File: src/rtl/uart_pkg.sv
// uart_pkg: definitions shared by the UART receiver, transmitter and baud
// generator.
//   rx_state_t        receiver FSM state encoding
//   UART_DATA_BITS    default payload bits per frame
//   UART_SAMPLE_RATE  default oversample ticks per bit period
package uart_pkg;

    localparam int unsigned UART_DATA_BITS   = 8;
    localparam int unsigned UART_SAMPLE_RATE = 16;

    typedef enum logic [2:0] {
        IDLE,
        START,
        DATA,
        PARITY,
        STOP,
        BREAK
    } rx_state_t;

endpackage

File: src/rtl/uart_sync2.sv
// uart_sync2: two-flop synchroniser for an asynchronous single-bit input.
// Both flops reset to RESET_VAL, so an idle-high line does not show a
// spurious edge when reset is released.
//   clk    in   system clock
//   reset  in   asynchronous active-low reset
//   d_i    in   asynchronous input
//   q_o    out  input synchronised to clk
module uart_sync2 #(
    parameter logic RESET_VAL = 1'b1
) (
    input  logic clk,
    input  logic reset,
    input  logic d_i,
    output logic q_o
);

    logic meta_q;
    logic sync_q;

    always_ff @(posedge clk or negedge reset) begin
        if (!reset) begin
            meta_q <= RESET_VAL;
            sync_q <= RESET_VAL;
        end else begin
            meta_q <= d_i;
            sync_q <= meta_q;
        end
    end

    assign q_o = sync_q;

endmodule

File: src/rtl/uart_rx.sv
// uart_rx: UART receive stage driven by the 16x oversample tick rx_en.
// Finds the start bit, samples every bit at mid-bit and delivers LSB-first
// bytes with a one-cycle rx_valid strobe plus framing/parity status.
//   clk         in   system clock
//   reset       in   asynchronous active-low reset
//   rx_en       in   oversample tick, one clk wide
//   rx          in   asynchronous serial line, idle high
//   rx_data     out  last received payload
//   rx_valid    out  one-cycle strobe per completed frame
//   rx_busy     out  high whenever the FSM is not in IDLE
//   frame_err   out  stop bit of the last frame sampled low
//   parity_err  out  even-parity mismatch on the last frame
// Build option: UART_RX_PARITY_EN adds one even-parity bit before the stop
// bit; without it the frame is 8N1 and parity_err is tied low.
//
// state  | meaning
// IDLE   | line idle, waiting for a low sample
// START  | half a bit into the start bit, re-checking it is still low
// DATA   | sampling payload bits at mid-bit
// PARITY | sampling the parity bit (parity build only)
// STOP   | sampling the stop bit, publishing the frame
// BREAK  | line held low after the stop slot, waiting for it to go high
module uart_rx
    import uart_pkg::*;
#(
    parameter int unsigned DATA_BITS   = UART_DATA_BITS,
    parameter int unsigned SAMPLE_RATE = UART_SAMPLE_RATE
) (
    input  logic                 clk,
    input  logic                 reset,
    input  logic                 rx_en,
    input  logic                 rx,
    output logic [DATA_BITS-1:0] rx_data,
    output logic                 rx_valid,
    output logic                 rx_busy,
    output logic                 frame_err,
    output logic                 parity_err
);

    localparam int unsigned TICK_W = $clog2(SAMPLE_RATE);
    localparam int unsigned BIT_W  = $clog2(DATA_BITS + 1);

    localparam logic [TICK_W-1:0] TICK_HALF = TICK_W'(SAMPLE_RATE / 2 - 1);
    localparam logic [TICK_W-1:0] TICK_LAST = TICK_W'(SAMPLE_RATE - 1);
    localparam logic [BIT_W-1:0]  BIT_LAST  = BIT_W'(DATA_BITS - 1);

    logic rx_s;

    rx_state_t            state_q,     state_d;
    logic [TICK_W-1:0]    tick_cnt_q,  tick_cnt_d;
    logic [BIT_W-1:0]     bit_cnt_q,   bit_cnt_d;
    logic [DATA_BITS-1:0] shift_reg_q, shift_reg_d;
    logic [DATA_BITS-1:0] rx_data_q,   rx_data_d;
    logic                 rx_valid_q,  rx_valid_d;
    logic                 frame_err_q, frame_err_d;
`ifdef UART_RX_PARITY_EN
    logic                 par_bad_q,    par_bad_d;
    logic                 parity_err_q, parity_err_d;
`endif

    uart_sync2 #(
        .RESET_VAL (1'b1)
    ) u_sync (
        .clk   (clk),
        .reset (reset),
        .d_i   (rx),
        .q_o   (rx_s)
    );

    always_ff @(posedge clk or negedge reset) begin
        if (!reset) begin
            state_q      <= IDLE;
            tick_cnt_q   <= '0;
            bit_cnt_q    <= '0;
            shift_reg_q  <= '0;
            rx_data_q    <= '0;
            rx_valid_q   <= 1'b0;
            frame_err_q  <= 1'b0;
`ifdef UART_RX_PARITY_EN
            par_bad_q    <= 1'b0;
            parity_err_q <= 1'b0;
`endif
        end else begin
            state_q      <= state_d;
            tick_cnt_q   <= tick_cnt_d;
            bit_cnt_q    <= bit_cnt_d;
            shift_reg_q  <= shift_reg_d;
            rx_data_q    <= rx_data_d;
            rx_valid_q   <= rx_valid_d;
            frame_err_q  <= frame_err_d;
`ifdef UART_RX_PARITY_EN
            par_bad_q    <= par_bad_d;
            parity_err_q <= parity_err_d;
`endif
        end
    end

    always_comb begin
        state_d      = state_q;
        tick_cnt_d   = tick_cnt_q;
        bit_cnt_d    = bit_cnt_q;
        shift_reg_d  = shift_reg_q;
        rx_data_d    = rx_data_q;
        rx_valid_d   = 1'b0;            // strobe self-clears every cycle
        frame_err_d  = frame_err_q;
`ifdef UART_RX_PARITY_EN
        par_bad_d    = par_bad_q;
        parity_err_d = parity_err_q;
`endif

        if (rx_en) begin
            case (state_q)
                IDLE: begin
                    if (!rx_s) begin
                        state_d    = START;
                        tick_cnt_d = '0;
                    end
                end

                START: begin
                    if (tick_cnt_q == TICK_HALF) begin
                        if (!rx_s) begin
                            state_d    = DATA;
                            tick_cnt_d = '0;
                            bit_cnt_d  = '0;
                        end else begin
                            // start bit did not survive to mid-bit: glitch
                            state_d = IDLE;
                        end
                    end else begin
                        tick_cnt_d = tick_cnt_q + TICK_W'(1);
                    end
                end

                DATA: begin
                    if (tick_cnt_q == TICK_LAST) begin
                        // LSB arrives first, so new bits enter at the MSB
                        shift_reg_d                = shift_reg_q >> 1;
                        shift_reg_d[DATA_BITS-1]   = rx_s;
                        tick_cnt_d                 = '0;
                        bit_cnt_d                  = bit_cnt_q + BIT_W'(1);
                        if (bit_cnt_q == BIT_LAST) begin
`ifdef UART_RX_PARITY_EN
                            state_d = PARITY;
`else
                            state_d = STOP;
`endif
                        end
                    end else begin
                        tick_cnt_d = tick_cnt_q + TICK_W'(1);
                    end
                end

`ifdef UART_RX_PARITY_EN
                PARITY: begin
                    if (tick_cnt_q == TICK_LAST) begin
                        par_bad_d  = ^{shift_reg_q, rx_s};
                        tick_cnt_d = '0;
                        state_d    = STOP;
                    end else begin
                        tick_cnt_d = tick_cnt_q + TICK_W'(1);
                    end
                end
`endif

                STOP: begin
                    if (tick_cnt_q == TICK_LAST) begin
                        tick_cnt_d   = '0;
                        rx_data_d    = shift_reg_q;
                        rx_valid_d   = 1'b1;
                        frame_err_d  = ~rx_s;
`ifdef UART_RX_PARITY_EN
                        parity_err_d = par_bad_q;
`endif
                        // a low stop slot may be a break; never restart on it
                        state_d      = rx_s ? IDLE : BREAK;
                    end else begin
                        tick_cnt_d = tick_cnt_q + TICK_W'(1);
                    end
                end

                BREAK: begin
                    if (rx_s) begin
                        state_d = IDLE;
                    end
                end

                default: begin
                    state_d = IDLE;
                end
            endcase
        end
    end

    assign rx_data   = rx_data_q;
    assign rx_valid  = rx_valid_q;
    assign rx_busy   = (state_q != IDLE);
    assign frame_err = frame_err_q;
`ifdef UART_RX_PARITY_EN
    assign parity_err = parity_err_q;
`else
    assign parity_err = 1'b0;
`endif

endmodule

File: config.mk
export PLATFORM = sky130hd
export DESIGN_NAME = uart_rx
export DESIGN_NICKNAME = d
export VERILOG_FILES = /design/src/rtl/uart_pkg.sv /design/src/rtl/uart_sync2.sv /design/src/rtl/uart_rx.sv
export SDC_FILE = /design/constraint.sdc
export NUM_CORES = 1
export LEC_CHECK = 0
export CAP_MARGIN = 20
export CORE_MARGIN = 3
export CORE_UTILIZATION = 40
export CTS_BUF_LIST = sky130_fd_sc_hd__clkbuf_4 sky130_fd_sc_hd__clkbuf_8
export CTS_CLUSTER_DIAMETER = 30
export DETAILED_ROUTE_END_ITERATION = 7
export GPL_ROUTABILITY_DRIVEN = 0
export PLACE_DENSITY_LB_ADDON = 0.1
export SKIP_CTS_REPAIR_TIMING = 1
export SYNTH_ARGS = -nofsm -noshare
export SYNTH_HDL_FRONTEND = slang
export SYNTH_SLANG_ARGS = --single-unit
File: constraint.sdc
create_clock -name clk -period 5.1 [get_ports clk]
set_clock_uncertainty 0.2 [all_clocks]
set_input_delay 1.275 -clock clk [delete_from_list [all_inputs] [get_ports clk]]
set_output_delay 1.275 -clock clk [all_outputs]
set_load 0.01 [all_outputs]
==> flow_summary.yaml <==
grt:
  grt_pass1_vias: 996
  grt.overflow.total: 0
  antenna_found_initial: 0
  grt_pass1_wl_mm: 4.75
  groute.usage.overall: 0.146
  grt_max_degree: 23
detailed_routing:
  routed_wl_mm: 2.71
  wl_per_cell_um: 14.4
  num_vias: 1040
  drc_errors: 0
  ant_nets: 0
  avgViaCountPerCell: 5.50
  drt_iter0_markers: 112
  drt_pre_antenna_iters: 4
clocking:
  cts_made_buffers: 5
  clkSinkCount: 31
  insertion_delay_ns: 0.28
  path_clk_slew_ns: 0.06
  cts_max_level: 2
  cts-root-buf: "clkbuf_8"
  clock_path_buffers: 2
  tritoncts: "done"
synthesis:
  synth_top_area_cell: "dfrtp_1"
  synth_edf_count: 0
  synth_area_leaders: "dfrtp_1 49%, mux2_2 13%, dfstp_2 3.6%"
  syn_inst: 125
  synthFlopType: "dfrtp_1"
  syn_nets: 131
  yosysSeqAreaShare: 0.528
  ys_ff_latch: 31
  syn_avg_cell_area_um2: 11.8
  synth_area_um2: 1480
  ys_warn_count: 0
  synth_top_area_frac: 0.492
  ys_async_sr_fraction: 1.00
  ys_types: 41
critical_path:
  reg2reg_slack_ns: 2.97
  rr_startpoint: "state_q[1]$_DFFE_PN0P_"
  critPathMaxFanout: 14
  start_kind: "register"
  r2r_end: "shift_reg_q[6]$_DFFE_PN0P_"
  path_class: "reg -> out"
  crit_arrival_ns: 1.67
  crit_required_ns: 3.62
  reg2regPathDepth: 3
  endpoint_kind: "primary output"
place:
  placed_area_um2: 1650
  post-dp-hpwl_mm: 1.84
  io_buffers: 14
job:
  max-cap-violations: 0
floorplan:
  start_util: 0.429
  fp.dieArea_um2: 4450
  ios: 16
  core_area_um2: 3440
  fp.dieW_um: 66.7
  die_y_um: 66.7
  floorplan.rows: 21
worst_hold_path:
  min_to: "u_sync.q_o$_DFF_PN1_"
  hp-start: "u_sync.meta_q$_DFF_PN1_"
  hold_path_class: "reg -> reg"
  min_path_cells: 0
timing:
  rsz0062_at_grt: "no"
  worst_pin_slew_ns: 0.670
  setup_viol_count_final: 0
  fmax_ghz: 0.318
  timing.final.crit_share: 0.617
  slew_viol_final: 0
  setup_tns_ns: 0
  finalHoldViolCount: 0
  relSlewSlack: 0.552
  min_period_ns: 3.15
cells_and_area:
  design_area_um2: 1750
  diodes: 0
  layout-drive-gt1-share: 0.245
  final_nets: 148
  area_growth_syn_to_layout_pct: 18.9
power_and_ir_drop:
  power_density_nw_per_um2: 414
  p_leak_uw: 0.000814
  vdd_drop_max_v: 0.000199
status:
  status: "complete, no violations"
==> cell type report <==
class                      instances  area (µm²)
tap                               46        57.6
sequential                        31         778
multi-input combinational         85         656
timing repair buffer              16         163
fill                             316        1690
clock inverter                     1        5.00
inverter                           3        11.3
clock buffer                       7        83.8
==> cell families after synthesis <==
family / synth area share
AO/OA/AOI/OAI: 0.109
AND/OR/NAND/NOR: 0.162
other: 0.00254
multiplexers: 0.137
buffers and inverters: 0.0280
flip-flops: 0.528
XOR/XNOR: 0.0178
adder cells (fa/ha/maj): 0.0170
==> power by group <==
group,switching (µW),internal (µW)
clock network,87.0,106
logic,101,101
registers,53.7,278
total,241,484
==> sequential cells by signal, indices dropped and copies added, names as in the netlist <==
| name | cells |
|---|---|
| frame_err | 1 |
| u_sync.meta_q | 1 |
| tick_cnt_q | 4 |
| state_q | 3 |
| shift_reg_q | 8 |
| u_sync.q_o | 1 |
| rx_valid | 1 |
| bit_cnt_q | 4 |
| rx_data | 8 |
==> worst max-delay path by stage <==
stage,start,end,slack [ns]
floorplan,state_q[0]$_DFFE_PN0P_,rx_busy,2.65
global placement,rx_en,shift_reg_q[2]$_DFFE_PN0P_,1.94
detailed placement,rx_en,shift_reg_q[7]$_DFFE_PN0P_,1.90
CTS,state_q[0]$_DFFE_PN0P_,rx_busy,1.94
global route,state_q[1]$_DFFE_PN0P_,rx_busy,1.87
finish,state_q[1]$_DFFE_PN0P_,rx_busy,1.95
==> per-stage QoR <==
step	hold WS (ns)	utilization	setup WS (ns)	instances	total power, µW
floorplan	0.145	-	2.65	125	473
global placement	0.146	0.479	1.94	180	532
detailed placement	0.147	0.479	1.90	180	532
CTS	0.156	0.505	1.94	188	731
global route	0.159	0.510	1.87	189	782
finish	0.155	0.510	1.95	189	726
==> critical path, stage by stage, from the launching register on <==
cell	delay, ns
dfrtp_1	0.52
or3_1	0.39
clkdlybuf4s50_1	0.48
==> routing by layer <==
metal,global-route usage,part of all wire,vias to the layer above
li1,-,-,491
met2,0.202,0.45,26
met5,0,0,-
met1,0.195,0.47,516
met3,0.0607,0.055,7
met4,0.0711,0.022,0
==> synthesized netlist by cell type, drive strengths merged, types with 3 or more instances <==
| cell | instances |
|---|---|
| o21ai | 8 |
| nand3 | 6 |
| nor3 | 5 |
| nand2 | 4 |
| dfrtp | 29 |
| a22o | 3 |
| and3b | 3 |
| mux2 | 17 |
| inv | 3 |
| nor2 | 7 |
| buf | 4 |
==> placed cells by master, fill, tap and decap left out, drive strengths merged, types with 2 or more instances in the layout <==
master / netlist / layout
inv: 3 / 3
and3b: 3 / 3
nor3: 5 / 5
buf: 4 / 2
and3: 2 / 2
dfrtp: 29 / 29
ha: 2 / 2
nand2: 4 / 4
clkbuf: 2 / 7
or3b: 2 / 2
nor2: 7 / 7
a21oi: 2 / 2
a22o: 3 / 3
o21ai: 8 / 8
mux2: 17 / 17
dfstp: 2 / 2
o311ai: 2 / 2
clkdlybuf4s50: 0 / 14
or2: 2 / 2
xor2: 2 / 2
o211ai: 2 / 2
nand3: 6 / 6
Note: power is estimated with default switching activity, not from simulation.
